### config.mk
export PLATFORM = sky130hd
export DESIGN_NAME = key_mode_sel
export DESIGN_NICKNAME = d
export VERILOG_FILES = /design/src/rtl/wave_ctrl_pkg.sv /design/src/rtl/key_debounce_ch.sv /design/src/rtl/key_mode_sel.sv
export SDC_FILE = /design/constraint.sdc
export NUM_CORES = 1
export LEC_CHECK = 0
export ABC_AREA = 0
export BUFFER_PORTS_ARGS = -buffer_cell sky130_fd_sc_hd__buf_2
export CORE_MARGIN = 2
export CORE_UTILIZATION = 45
export CTS_CLUSTER_DIAMETER = 150
export DETAILED_ROUTE_END_ITERATION = 7
export PLACE_DENSITY = 0.66
export REMOVE_ABC_BUFFERS = 1
export SETUP_SLACK_MARGIN = 0.3
export SYNTH_ARGS = -nofsm -noshare
export SYNTH_HDL_FRONTEND = slang
export SYNTH_SLANG_ARGS = --single-unit
### constraint.sdc
create_clock -name sys_clk -period 2.6 [get_ports sys_clk]
set_input_delay 0.26 -clock sys_clk [delete_from_list [all_inputs] [get_ports sys_clk]]
set_output_delay 0.26 -clock sys_clk [all_outputs]
set_load 0.05 [all_outputs]
### src/rtl/wave_ctrl_pkg.sv
// Shared definitions for the DDS waveform-select front end: mode encodings,
// 50 MHz timing defaults and waveform index names.
package wave_ctrl_pkg;

  typedef enum logic {
    MODE_DIRECT = 1'b0,
    MODE_STEP   = 1'b1
  } mode_e;

  typedef enum logic [1:0] {
    SINE     = 2'd0,
    SQUARE   = 2'd1,
    SAWTOOTH = 2'd2,
    TRIANGLE = 2'd3
  } wave_e;

  localparam int unsigned CNT_MAX_50M = 999_999;
  localparam int unsigned RPT_DLY_50M = 24_999_999;
  localparam int unsigned RPT_PER_50M = 9_999_999;

  // Bits needed to hold 0..max_val; never less than one.
  function automatic int unsigned cnt_width(input int unsigned max_val);
    return (max_val < 2) ? 1 : $clog2(max_val + 1);
  endfunction

endpackage

### src/rtl/key_debounce_ch.sv
// One key channel: 2-flop synchroniser plus saturating stable-low counter,
// giving a one-cycle press strobe and a level "held" flag.
module key_debounce_ch
  import wave_ctrl_pkg::*;
#(
  parameter int unsigned CNT_MAX = CNT_MAX_50M
) (
  input  logic sys_clk,
  input  logic sys_rst_n,
  input  logic key_n,
  output logic press,
  output logic held
);

  localparam int unsigned   CW      = cnt_width(CNT_MAX);
  localparam logic [CW-1:0] CNT_TOP = CW'(CNT_MAX);
  localparam logic [CW-1:0] CNT_ARM = CW'(CNT_MAX - 1);

  logic          sync1_q, sync2_q;
  logic [CW-1:0] cnt_q, cnt_d;
  logic          press_q, press_d;

  always_comb begin
    cnt_d = cnt_q;
    if (sync2_q) begin
      cnt_d = '0;
    end else if (cnt_q != CNT_TOP) begin
      cnt_d = cnt_q + CW'(1);
    end
    // Strobe is registered so it lines up with the cycle held first rises.
    press_d = !sync2_q && (cnt_q == CNT_ARM);
  end

  always_ff @(posedge sys_clk) begin
    if (!sys_rst_n) begin
      sync1_q <= 1'b1;
      sync2_q <= 1'b1;
      cnt_q   <= '0;
      press_q <= 1'b0;
    end else begin
      sync1_q <= key_n;
      sync2_q <= sync1_q;
      cnt_q   <= cnt_d;
      press_q <= press_d;
    end
  end

  assign press = press_q;
  assign held  = (cnt_q == CNT_TOP);

endmodule

### src/rtl/key_mode_sel.sv
// Key front end for the DDS generator: debounced keys drive a one-hot waveform
// select, either directly (key i -> wave i) or by next/prev stepping with auto-repeat.
module key_mode_sel
  import wave_ctrl_pkg::*;
#(
  parameter int unsigned N_KEY   = 4,
  parameter int unsigned CNT_MAX = CNT_MAX_50M,
  parameter int unsigned RPT_DLY = RPT_DLY_50M,
  parameter int unsigned RPT_PER = RPT_PER_50M,
  parameter int unsigned RST_SEL = N_KEY - 1
) (
  input  logic                     sys_clk,
  input  logic                     sys_rst_n,
  input  logic [N_KEY-1:0]         key,
  input  logic                     mode,
  output logic [N_KEY-1:0]         wave_sel,
  output logic [$clog2(N_KEY)-1:0] sel_idx,
  output logic                     sel_chg
);

  localparam int unsigned      IW         = $clog2(N_KEY);
  localparam int unsigned      RW         = cnt_width(RPT_DLY);
  localparam logic [IW-1:0]    IDX_LAST   = IW'(N_KEY - 1);
  localparam logic [IW-1:0]    IDX_RST    = IW'(RST_SEL);
  localparam logic [N_KEY-1:0] WAVE_RST   = N_KEY'(1) << RST_SEL;
  localparam logic [RW-1:0]    RPT_FIRE   = RW'(RPT_DLY);
  localparam logic [RW-1:0]    RPT_RELOAD = RW'(RPT_DLY - RPT_PER + 1);

  logic [N_KEY-1:0] press, held;
  logic             unused_held;

  for (genvar gi = 0; gi < N_KEY; gi++) begin : g_key
    key_debounce_ch #(
      .CNT_MAX (CNT_MAX)
    ) u_deb (
      .sys_clk   (sys_clk),
      .sys_rst_n (sys_rst_n),
      .key_n     (key[gi]),
      .press     (press[gi]),
      .held      (held[gi])
    );
  end

  // Only keys 0/1 have a held meaning; the rest exist for direct-mode presses.
  assign unused_held = ^held;

  logic [IW-1:0]    idx_q, idx_d;
  logic [N_KEY-1:0] wave_q, wave_d;
  logic             chg_q, chg_d;
  logic [RW-1:0]    rpt_q, rpt_d;
  logic             one_held, rpt_fire, step_next, step_prev;

  always_comb begin
    idx_d     = idx_q;
    rpt_d     = '0;
    one_held  = held[0] ^ held[1];
    rpt_fire  = 1'b0;
    step_next = 1'b0;
    step_prev = 1'b0;
    if (mode == MODE_STEP) begin
      // After the first repeat the counter reloads so later ones are RPT_PER apart.
      rpt_fire = one_held && (rpt_q == RPT_FIRE);
      if (one_held) begin
        rpt_d = rpt_fire ? RPT_RELOAD : rpt_q + RW'(1);
      end
      step_next = press[0] | (rpt_fire & held[0]);
      step_prev = press[1] | (rpt_fire & held[1]);
      if (step_next && !step_prev) begin
        idx_d = (idx_q == IDX_LAST) ? '0 : idx_q + IW'(1);
      end else if (step_prev && !step_next) begin
        idx_d = (idx_q == '0) ? IDX_LAST : idx_q - IW'(1);
      end
    end else begin
      for (int i = 0; i < N_KEY; i++) begin
        if (press[i]) idx_d = IW'(i);
      end
    end
    chg_d  = (idx_d != idx_q);
    wave_d = N_KEY'(1) << idx_d;
  end

  always_ff @(posedge sys_clk) begin
    if (!sys_rst_n) begin
      idx_q  <= IDX_RST;
      wave_q <= WAVE_RST;
      chg_q  <= 1'b0;
      rpt_q  <= '0;
    end else begin
      idx_q  <= idx_d;
      wave_q <= wave_d;
      chg_q  <= chg_d;
      rpt_q  <= rpt_d;
    end
  end

  assign wave_sel = wave_q;
  assign sel_idx  = idx_q;
  assign sel_chg  = chg_q;

endmodule

======== Word level (Yosys, flattened, before mapping) ========
Index checks and enable logic that the tools add are counted.
storage, ports and cells
  flip-flop bits (word level) ............. 124
  input port bits ......................... 7
  logic and storage cells ................. 80
operators by class
  add/sub/neg operators ................... 7
  equality and inequality tests ........... 13
  shift-type cells ........................ 1
  mux-type cells .......................... 10
  bitwise logic cells ..................... 8
  reductions and logical operators ........ 20
operators by type and width
  operator                                          number
  == test 20 bit, second input constant             6
  adder 20 x 1 -> 20 bit, second input constant     4
  inequality test 20 bit, second input constant     4
  adder 25 x 1 -> 25 bit, second input constant     1
  == test 25 bit, second input constant             1
  two-way mux 24 bit                                1
  two-way mux 2 bit                                 9
  OR reduction 2 bit                                4
  logical AND 1 bit                                 7
  logical NOT 1 bit                                 6
  OR reduction 4 bit                                1
  << shifter 1 x 2 -> 4 bit, first input constant   1
  inverter 1 bit                                    3
  AND reduction 3 bit                               1
  adder 2 x 1 -> 2 bit, second input constant       1
  bitwise AND 1 bit                                 2
  == test 2 bit, second input constant              1
  logical NOT 2 bit                                 1
  inequality test 2 bit                             1
  OR 1 bit                                          2
  subtractor 2 x 1 -> 2 bit, second input constant  1
  bitwise XOR 1 bit                                 1

======== Depth between registers and ports, before layout ========
Gate-level depths: netlist (run 1).
  word-level depth ........................ 11
  gate-level depth with buffers ........... 10
  depth with buffers taken out ............ 9

======== Hierarchy ========
Synthesis (run 1) repeated with hierarchy kept, for this count alone.
second synthesis, totals
  cell total of the unflattened synthesis .. 711
  area, all modules ....................... 6038.3 um^2
by module, submodules not included
  module           instances  cells an instance  area an instance (um^2)  seq. area each (um^2)
  key_debounce_ch  4          126                1091.0                   460.4
  key_mode_sel     1          207                1674.1                   640.6

======== Worst setup path before layout (run 1) ========
OpenSTA, ideal clock, no wires.
  path type ............................... register to register
  start ................................... register idx_q[1] (netlist: sel_idx[1])
  end ..................................... register wave_q[1] (netlist: wave_sel[1])
  library setup time ...................... 116 ps
  arrival time ............................ 2659 ps
  setup slack ............................. -175 ps
  cell stages (with the launch flop) ...... 11
  path buffers ............................ 1
  path through ............................ dfxtp_1 clkbuf_1 inv_1 ha_1 nor3b_1 a21oi_1 a21oi_2 a2111oi_4 a211oi_1 o21ai_2 and3b_1
on the way
  longest elaborated chain between the ends .. 6
  elaborated cells on any way between the ends .. 14
  classes of those cells .................. 2 x add/sub; 1 x eq/ne; 1 x shift; 9 x mux; 1 x reduce/logical
ends and longest elaborated chain
  element                                                  line                                    RTL
  from (decl)                                              key_mode_sel.sv:47                      logic [IW-1:0] idx_q, idx_d;
  from (signal assigned)                                   key_mode_sel.sv:89                      idx_q <= idx_d;
  subtractor 2 x 1 -> 2 bit, or another cell as far along  key_mode_sel.sv:71                      idx_d = (idx_q == '0) ? IDX_LAST : idx_q - IW'(1);
  two-way mux 2 bit (on tied branches)                     key_mode_sel.sv:71, key_mode_sel.sv:75
  two-way mux 2 bit (on tied branches)                     key_mode_sel.sv:70, key_mode_sel.sv:75
  two-way mux 2 bit (on tied branches)                     key_mode_sel.sv:68, key_mode_sel.sv:75
  two-way mux 2 bit (*)                                    key_mode_sel.sv:60                      if (mode == MODE_STEP) begin
  << shifter 1 x 2 -> 4 bit (*)                            key_mode_sel.sv:79                      wave_d = N_KEY'(1) << idx_d;
  to (signal assigned)                                     key_mode_sel.sv:90                      wave_q <= wave_d;
  to (decl)                                                key_mode_sel.sv:48                      logic [N_KEY-1:0] wave_q, wave_d;
Every way passes the cells marked *; elsewhere a longest branch is shown, timed or not.
A chain may end at the register's enable or synchronous reset.

======== Worst setup path after layout (run 1) ========
  start ................................... register rpt_q[8]
  end ..................................... register chg_q (netlist: sel_chg)
on the way
  longest elaborated chain between the ends .. 10
  elaborated cells on any way between the ends .. 14
  classes of those cells .................. 2 x eq/ne; 3 x mux; 4 x bitwise; 5 x reduce/logical
ends and longest elaborated chain
  element                    line                RTL
  from (decl)                key_mode_sel.sv:50  logic [RW-1:0] rpt_q, rpt_d;
  from (signal assigned)     key_mode_sel.sv:92  rpt_q <= rpt_d;
  == test 25 bit (*)         key_mode_sel.sv:62  rpt_fire = one_held && (rpt_q == RPT_FIRE);
  logical AND 1 bit (*)      key_mode_sel.sv:62
  bitwise AND 1 bit          key_mode_sel.sv:66  step_next = press[0] | (rpt_fire & held[0]);
  OR 1 bit                   key_mode_sel.sv:66
  logical NOT 1 bit          key_mode_sel.sv:70  end else if (step_prev && !step_next) begin
  logical AND 1 bit          key_mode_sel.sv:70
  two-way mux 2 bit          key_mode_sel.sv:70
  two-way mux 2 bit (*)      key_mode_sel.sv:68  if (step_next && !step_prev) begin
  two-way mux 2 bit (*)      key_mode_sel.sv:60
  inequality test 2 bit (*)  key_mode_sel.sv:78  chg_d = (idx_d != idx_q);
  to (signal assigned)       key_mode_sel.sv:91  chg_q <= chg_d;
  to (decl)                  key_mode_sel.sv:49  logic chg_q, chg_d;
Marks and branches as above.

==> results of run 1 <==
[Yosys cell counts (all sizes together) (16+ instances only)]
cell | instances | share of area
a21oi | 23 | 0.021
nor2 | 105 | 0.066
and3 | 22 | 0.023
xnor2 | 27 | 0.040
dfxtp | 124 | 0.42
xor2 | 53 | 0.078
o21ai | 18 | 0.016
nand2b | 16 | 0.017
clkbuf | 21 | 0.013
nand4 | 23 | 0.024
inv | 16 | 0.010
nand3 | 37 | 0.033
nor3 | 16 | 0.014
nand2 | 53 | 0.034
[power by group through the flow]
stage / combinational (mW) / clock (mW) / sequential (mW)
finish: 0.138 / 2.30 / 1.92
global route: 0.149 / 2.43 / 1.92
CTS: 0.136 / 2.35 / 1.92
detailed placement: 0.134 / 0 / 1.96
global placement: 0.132 / 0 / 1.96
floorplan: 0.0591 / 0 / 1.99
[sequential cells by signal, indices dropped and copies added, names as in the netlist]
name	cells
g_key.u_deb.sync2_q	4
wave_sel	4
rpt_q	25
g_key.u_deb.cnt_q	80
sel_idx	2
g_key.u_deb.sync1_q	4
sel_chg	1
g_key.u_deb.press	4
[cell families (layout without fill, tap and decap cells)]
| logic type | after synthesis | after routing |
|---|---|---|
| xor gates and xnor gates | 80 | 80 |
| adders and majority gates | 11 | 11 |
| buffers and inverters | 41 | 84 |
| DFF | 124 | 124 |
| muxes | 1 | 1 |
| and+or+nand+nor | 345 | 345 |
| AOI/OAI and AO/OA | 90 | 90 |
[stage by stage]
stage | std cells | worst slack, ps | cell area [um^2]
floorplan | 667 | -48.6 | 5860
global placement | 872 | 238 | 6270
global route | 911 | 140 | 7030
finish | 911 | 232 | 7030
detailed placement | 872 | 187 | 6270
CTS | 907 | 217 | 6920
[layer usage]
metal,GRT usage,part of all wire
met5,0,0
met4,0.0744,0.020
met3,0.0623,0.040
met2,0.322,0.49
met1,0.216,0.45
[cell type report]
class	count	area [um^2]
Sequential cell	124	2490
Inverter	16	60.1
Multi-Input combinational cell	527	3430
Tap cell	176	220
Fill cell	1189	6060
Timing Repair Buffer	37	245
Clock buffer	23	488
Clock inverter	8	90.1
[cells in the final DEF, fill, tap and decap left out, types with 7 or more instances in the layout]
cell type,instances
a211oi_1,8
a21oi_1,20
a31oi_1,7
and2_1,7
and3_1,22
and4_1,13
buf_2,13
buf_4,24
clkbuf_16,17
dfxtp_1,117
dfxtp_2,7
ha_1,10
inv_1,16
nand2_1,52
nand2b_1,16
nand3_1,34
nand4_1,23
nor2_1,105
nor2b_1,7
nor3_1,14
o21ai_0,16
or3_1,9
xnor2_1,27
xor2_1,53
[worst max-delay path by stage]
stage                from           to  slack [ps]  depth (start not counted)
5_1_grt          rpt_q[8]      sel_chg         140                          7
6_report         rpt_q[8]      sel_chg         230                          7
2_1_floorplan  sel_idx[1]  wave_sel[1]         -50                          9
3_3_place_gp     rpt_q[8]      sel_chg         240                          7
4_1_cts          rpt_q[8]  wave_sel[1]         220                          7
3_5_place_dp     rpt_q[8]      sel_chg         190                          7
[worst max-delay path, cell delays in order, from the launching register on]
cell,delay (ps)
dfxtp_2,310
or4b_4,550
or3_4,430
nor4_4,210
a32oi_1,150
a21oi_2,250
mux2i_1,210
o2111ai_1,120
[what timing repair did]
item	4_1_cts	5_1_grt
setup endpoints to repair	6	21
buffers inserted	4	4
pin swaps	5	10
gates resized for setup	13	17
==> results.yml, run 1 <==
power_and_ir_drop:
  share_comb_of_total_power: 0.032
  p_leak_nw: 2.40
  p_per_area_nw_per_um2: 620
  power.internal_mw: 3.46
  switching_share: 0.206
  vdd_ir_drop_max_mv: 0.428
  power_frac_clock: 0.527
  seq_power_share: 0.441
  switchingPower_mw: 0.899
  power_mw: 4.36
timing:
  fmax_mhz: 422
  slew_headroom: 0.480
  final-max-slew-violation-count: 0
  layout_worst_path_cycle_share: 0.911
  tns_ps: 0
  worst_pin_slew_ps: 779
  final-setup-viol-count: 0
  hold_viol: 0
  finClkSkew_ps: 15.5
  fin_crit_ps: 2370
  rsz0062_at_grt: "yes"
  fin_hold_ws_ps: 23.7
grt:
  overflow: 0
  grt_pass1_wl_um: 21700
  grt_antenna_before_repair: 0
  grt_pass1_vias: 4796
  track_usage: 0.188
  grt_max_degree: 24
worst_setup_path:
  r2r_slack_ps: 230
  rr_worst_depth: 7
  crit_path_end_kind: "flip-flop"
  worstPathArrival_ps: 2650
  r2r_start: "rpt_q[8]"
  crit_type: "flip-flop to flip-flop"
  cp-start-kind: "flip-flop"
  timing.rr.end: "sel_chg"
  crit_required_ps: 2880
  worstPathMaxFanout: 3
synthesis:
  ys_warn_count: 0
  ys_seq_elements: 124
  synth_ff_type: "dfxtp_1"
  synth_edf_count: 0
  synthesis.area_um2: 5960
  synthMuxAreaShare: 0.00168
  async_flop_share: 0
  yosysSeqAreaShare: 0.416
  avgSynthCellArea_um2: 8.61
  synth_top_family_by_area: "simple AND/OR/NAND/NOR gates"
  yosys.area_share.simple: 0.309
  synth_cell_type_count: 65
  synth_xor_area_frac: 0.118
  synth_compound_area_frac: 0.106
  synthAdderAreaFrac: 0.0231
  synthCells: 692
floorplanning:
  io_pins: 14
  core_area_um2: 13100
  fp.dieH_um: 119
  fp.dieW_um: 119
  dieArea_um2: 14200
  fp-row-count: 42
  start_util: 0.456
worst_hold_path:
  timing.hold.worst.class: "input port to flip-flop"
  hp-start: "key[2]"
  hold_end: "g_key[2].u_deb.sync1_q"
  min_delay_path_depth: 2
clock_tree:
  clkTransAtPathRegs_ps: 50
  ctsHoldBuffers: 0
  cts_made_buffers: 17
  clock_sinks: 124
  cts_tree: "yes"
  cts-root-buf: "clkbuf_16"
  htreeDepth: 4
  clk_path_buf_depth: 2
  clk_latency_ps: 420
route:
  wl_per_cell_um: 13.8
  drc: 0
  drtIter0Drc: 258
  first_pass_iters: 4
  num_vias: 4992
  viasPerCell: 5.48
  antenna_left: 0
  drt-total-wl_um: 12600
status:
  status: "finished, final reports clean"
final_layout:
  nNetsFinal: 741
  fin_util: 0.537
  drive_above_1_share: 0.150
  antenna_cells: 0
  area_growth_pct: 17.9
place:
  globalplace.congestion: 0.858
  place_hpwl_um: 8640
  io_buffer_count: 13
flow_run:
  drv_cap: 0
(Power assumes the default switching activity.)
==> run 2, diff against run 1 <==
--- a/config.mk
+++ b/config.mk
@@ -11,9 +11,11 @@
 export CORE_UTILIZATION = 45
 export CTS_CLUSTER_DIAMETER = 150
 export DETAILED_ROUTE_END_ITERATION = 7
+export GPL_ROUTABILITY_DRIVEN = 0
 export PLACE_DENSITY = 0.66
 export REMOVE_ABC_BUFFERS = 1
 export SETUP_SLACK_MARGIN = 0.3
 export SYNTH_ARGS = -nofsm -noshare
 export SYNTH_HDL_FRONTEND = slang
+export SYNTH_HIERARCHICAL = 1
 export SYNTH_SLANG_ARGS = --single-unit
==> run 2 against run 1 <==
The flow now finishes with violations (negative setup slack). First-iteration DRC count is 19% higher. Power is 0.58% higher. Final area is 6.6% higher. Worst setup slack worse by 280 ps. Clock power is 6% higher. Sequential power hardly changed. Die area is 1.1% higher. Final cell count is 6.1% higher. Critical endpoint is now wave_sel[2]. Highest routed layer unchanged.
==> results.yml, run 2 <==
status:
  status: "finished, violations left"
  violations: "negative setup slack"
grt:
  gr-usage-met3: 0.0556
  met2_usage: 0.308
  overflow: 0
  use_met1: 0.230
  track_usage: 0.187
  grt_pass1_wl_um: 22000
  grt_most_used_layer: "met2"
  grt_antenna_before_repair: 0
  grt_pass1_vias: 5012
  grt_max_degree: 22
worst_setup_path:
  worstPathArrival_ps: 2990
  critPathBufInv: 2
  worstPathMaxFanout: 4
  cpPeakStageDelay_ps: 400
  crit_type: "flip-flop to flip-flop"
  cp-start-kind: "flip-flop"
  cp.depth: 12
  crit_path_end_kind: "flip-flop"
  critical_path.cell_chain: "and3_1 -> nand4_1 -> or2_1 -> inv_2 -> buf_6 -> nor4bb_1 -> a211oi_2 -> o31ai_1 -> a211o_1 -> a2111o_1 -> a21o_1 -> nor3_2"
  critPathSlowestCell: "a2111o_1"
  timing.rr.end: "wave_sel[2]"
  r2r_slack_ps: -40
  cp_top_family: "compound AO/OA/AOI/OAI gates"
  r2r_start: "g_key[0].u_deb/cnt_q[18]"
  rr_worst_depth: 12
  crit_required_ps: 2940
synthesis:
  synthCells: 709
  avgSynthCellArea_um2: 8.51
  synthesis.area_um2: 6030
  ys_warn_count: 6
final_layout:
  final_cell_mix: "dfxtp_1 (120), nand2_1 (70), buf_4 (60), nor2_1 (53), nand3_1 (48)"
  top_register: "g_key.u_deb/cnt_q"
  area_growth_pct: 24.1
  fillers: 1152
  antenna_cells: 0
  nNetsFinal: 797
  fin_util: 0.568
  top_regs: "g_key.u_deb/cnt_q: 80 flops, rpt_q: 25 flops"
  drive_above_1_share: 0.220
  largest_register_ffs: 80
  layout_commonest_cell: "dfxtp_1"
power_and_ir_drop:
  p_leak_nw: 2.63
  p_per_area_nw_per_um2: 586
  vdd_ir_drop_max_mv: 0.509
clock_tree:
  htreeDepth: 4
  clk_path_buf_depth: 2
  cts_tree: "yes"
  clk_latency_ps: 420
  cts-root-buf: "clkbuf_16"
  clock_sinks: 124
  cts_made_buffers: 17
  clkTransAtPathRegs_ps: 50
timing:
  rsz0062_at_grt: "yes"
  finClkSkew_ps: 10.3
  fmax_mhz: 378
  slew_headroom: 0.636
  fin_crit_ps: 2640
  fin_ws_ps: -44.6
  hold_viol: 0
  final-max-slew-violation-count: 0
  final-setup-viol-count: 3
  tns_ps: -77.3
  worst_pin_slew_ps: 542
  layout_worst_path_cycle_share: 1.02
route:
  first_pass_iters: 4
  drt-total-wl_um: 13100
  antenna_left: 0
  drtIter0Drc: 306
  wl_per_cell_um: 13.5
  drc: 0
  viasPerCell: 5.53
  num_vias: 5350
place:
  place_hpwl_um: 8780
  io_buffer_count: 13
floorplanning:
  fp-row-count: 42
  io_pins: 14
  fp.dieH_um: 120
  dieArea_um2: 14300
  core_area_um2: 13200
  start_util: 0.457
  fp.dieW_um: 120
worst_hold_path:
  min_delay_path_depth: 2
  hold_end: "g_key[2].u_deb/sync1_q"
  timing.hold.worst.class: "input port to flip-flop"
  hp-start: "key[2]"
flow_run:
  drv_cap: 0
[run 2: stage by stage]
stage               instance area [um^2]  std cells  hold slack (ps)  setup slack (ps)  power [mW]
finish                              7490        967             21.7             -44.6        4.38
global route                        7490        967             12.4              -174        4.53
CTS                                 7320        963             6.99              13.0        4.44
detailed placement                  6590        927              393              -223        1.99
global placement                    6590        927              390              -110        1.99
floorplan                           5860        679              322              -167        1.97
[run 2: worst max path at each step]
stage | end | from | slack (ps)
final | wave_sel[2] | g_key[0].u_deb/cnt_q[18] | -40
after CTS | wave_sel[2] | g_key[0].u_deb/cnt_q[10] | 10
after global placement | wave_sel[2] | g_key[0].u_deb/cnt_q[7] | -110
after detailed placement | wave_sel[2] | g_key[0].u_deb/cnt_q[7] | -220
after global routing | wave_sel[3] | g_key[0].u_deb/cnt_q[10] | -170
after floorplan | wave_sel[2] | g_key[0].u_deb/cnt_q[7] | -170
[run 2: per-layer routing]
metal  routed length, um  vias up
met5                   0        -
met4                 186        0
met3                 398       21
met2                6360       80
met1                6110     2541
li1                    -     2708
[run 2: repair_timing]
| action | in CTS | in global routing |
|---|---|---|
| resized for setup | 24 | 31 |
| buffers inserted | 5 | 3 |
| pin swaps | 17 | 13 |
| hold buffers | 0 | 0 |
| gates cloned | 0 | 1 |
| endpoints found under the setup margin | 32 | 32 |
[run 2: area by class of cell]
type	instances	area [um^2]	share of cell area
clock buffer	25	505	0.0675
sequential	124	2490	0.332
tap	176	220	0.0294
timing repair buffer	81	623	0.0832
multi-input combinational	542	3490	0.467
inverter	13	48.8	0.00652
clock inverter	6	108	0.0144
[run 2: where the power goes]
group / internal, mW / switching, mW / leakage (nW)
clock network: 1.63 / 0.804 / 0.299
logic: 0.0145 / 0.0266 / 1.33
registers: 1.91 / 0.00366 / 1.00
==> run 3, diff against run 2 <==
--- a/config.mk
+++ b/config.mk
@@ -12,7 +12,7 @@
 export CTS_CLUSTER_DIAMETER = 150
 export DETAILED_ROUTE_END_ITERATION = 7
 export GPL_ROUTABILITY_DRIVEN = 0
-export PLACE_DENSITY = 0.66
+export PLACE_DENSITY = 0.63
 export REMOVE_ABC_BUFFERS = 1
 export SETUP_SLACK_MARGIN = 0.3
 export SYNTH_ARGS = -nofsm -noshare
==> run 3 against run 2 <==
Hold slack gained 5.3 ps. Die area is the same. The run now ends clean. Global-route usage grew 0.88 points.
==> results.yml, run 3 (synthesis results as in run 2) <==
timing:
  worst_pin_slew_ps: 587
  finClkSkew_ps: 5.52
  fin_crit_ps: 2560
  final-max-slew-violation-count: 0
  rsz0062_at_grt: "yes"
  fmax_mhz: 390
  fin_ws_ps: 36.6
  fin_hold_ws_ps: 27.0
  hold_viol: 0
  layout_worst_path_cycle_share: 0.986
  slew_headroom: 0.608
  final-setup-viol-count: 0
  tns_ps: 0
worst_setup_path:
  crit_type: "flip-flop to flip-flop"
  cpPeakStageDelay_ps: 410
  crit_path_end_kind: "flip-flop"
  cp_top_family: "compound AO/OA/AOI/OAI gates"
  critical_path.cell_chain: "and4_2 -> nand2_1 -> or2_1 -> inv_2 -> buf_4 -> nor4bb_1 -> a211oi_2 -> o31ai_1 -> a211o_1 -> a2111o_1 -> a21o_1 -> o21ai_1"
  critPathBufInv: 2
  cp-start-kind: "flip-flop"
  critPathSlowestCell: "a2111o_1"
  r2r_slack_ps: 40
  worstPathMaxFanout: 6
  crit_required_ps: 2940
  worstPathArrival_ps: 2910
flow_run:
  drv_cap: 0
floorplanning:
  dieArea_um2: 14300
  start_util: 0.457
  fp-row-count: 42
  fp.dieW_um: 120
  core_area_um2: 13200
  io_pins: 14
  fp.dieH_um: 120
final_layout:
  fin_util: 0.551
  layout_commonest_cell: "dfxtp_1"
  fillers: 1202
  antenna_cells: 0
  final_cell_mix: "dfxtp_1 (122), nand2_1 (69), nor2_1 (64), buf_4 (52), nand3_1 (49)"
  top_register: "g_key.u_deb/cnt_q"
  top_regs: "g_key.u_deb/cnt_q: 80 flops, rpt_q: 25 flops"
  largest_register_ffs: 80
  nNetsFinal: 785
  area_growth_pct: 20.6
  drive_above_1_share: 0.194
clock_tree:
  clock_sinks: 124
  clk_path_buf_depth: 2
  clk_latency_ps: 410
  cts-root-buf: "clkbuf_16"
  ctsHoldBuffers: 0
  cts_setup_buffers: 0
  cts_made_buffers: 17
  cts_tree: "yes"
  htreeDepth: 4
  clkTransAtPathRegs_ps: 50
power_and_ir_drop:
  vdd_ir_drop_max_mv: 0.509
  seq_power_share: 0.446
  power_frac_clock: 0.544
  p_per_area_nw_per_um2: 590
  switchingPower_mw: 0.834
  power.internal_mw: 3.46
  p_leak_nw: 2.55
  share_comb_of_total_power: 0.010
  switching_share: 0.194
worst_hold_path:
  timing.hold.worst.class: "input port to flip-flop"
grt:
  grt_max_degree: 22
  grt_antenna_before_repair: 0
  track_usage: 0.195
  grt_pass1_wl_um: 23100
  overflow: 0
  grt_pass1_vias: 5387
place:
  io_buffer_count: 13
  place_hpwl_um: 8940
  place_ws_ps: -176
route:
  wl_per_cell_um: 13.6
  drtIter0Drc: 359
  drc: 0
  drt-total-wl_um: 13000
  viasPerCell: 5.55
  first_pass_iters: 5
  antenna_left: 0
  num_vias: 5305
status:
  status: "finished, final reports clean"
-- run 3: changes by cell type in the layout (fill, tap and decap cells not counted), moves of 2 or more --
cell / change
nor2_4: -9
nor2_1: +11
buf_4: -8
dfxtp_2: -2
dfxtp_1: +2
nor2_2: -2
buf_6: -2
-- run 3: per-layer routing --
metal	vias to the layer above	routed length, um	track usage
li1	2700	-	-
met4	0	145	0.0831
met3	13	439	0.0456
met5	-	0	0
met2	57	6440	0.346
met1	2535	5960	0.225
-- run 3: final cells by class --
cell class | count | area (um^2) | area share
Clock buffer | 26 | 509 | 0.0700
Clock inverter | 6 | 82.6 | 0.0114
Inverter | 13 | 48.8 | 0.00671
Multi-Input combinational cell | 542 | 3430 | 0.471
Sequential cell | 124 | 2480 | 0.342
Tap cell | 176 | 220 | 0.0303
Timing Repair Buffer | 69 | 500 | 0.0688
-- run 3: repair_timing --
action	4_1_cts	5_1_grt
gates resized for setup	24	6
endpoints found under the hold margin	0	0
pin swaps	13	2
cloned	1	0
setup endpoints to repair	21	32
-- run 3: stage by stage --
stage	cells	instance area [um^2]	total power, mW
after floorplan	679	5860	1.97
after global placement	923	6560	1.99
after detailed placement	923	6560	1.99
after CTS	956	7250	4.34
after global routing	956	7270	4.42
final	956	7270	4.29
-- run 3: power by group through the flow --
| stage | Sequential (mW) | Combinational [mW] | Clock [mW] |
|---|---|---|---|
| after floorplan | 1.95 | 0.0191 | 0 |
| after global placement | 1.95 | 0.0399 | 0 |
| after detailed placement | 1.95 | 0.0413 | 0 |
| after CTS | 1.91 | 0.0419 | 2.39 |
| after global routing | 1.91 | 0.0467 | 2.46 |
| final | 1.91 | 0.0413 | 2.34 |
-- run 3: final timing paths --
path / cells past startpoint / startpoint / end
max: 12 / g_key[0].u_deb/cnt_q[4] / wave_sel[3]
min: 2 / key[3] / g_key[3].u_deb/sync1_q
max reg2reg: 12 / g_key[0].u_deb/cnt_q[4] / wave_sel[3]
min reg2reg: 1 / g_key[1].u_deb/sync1_q / g_key[1].u_deb/sync2_q
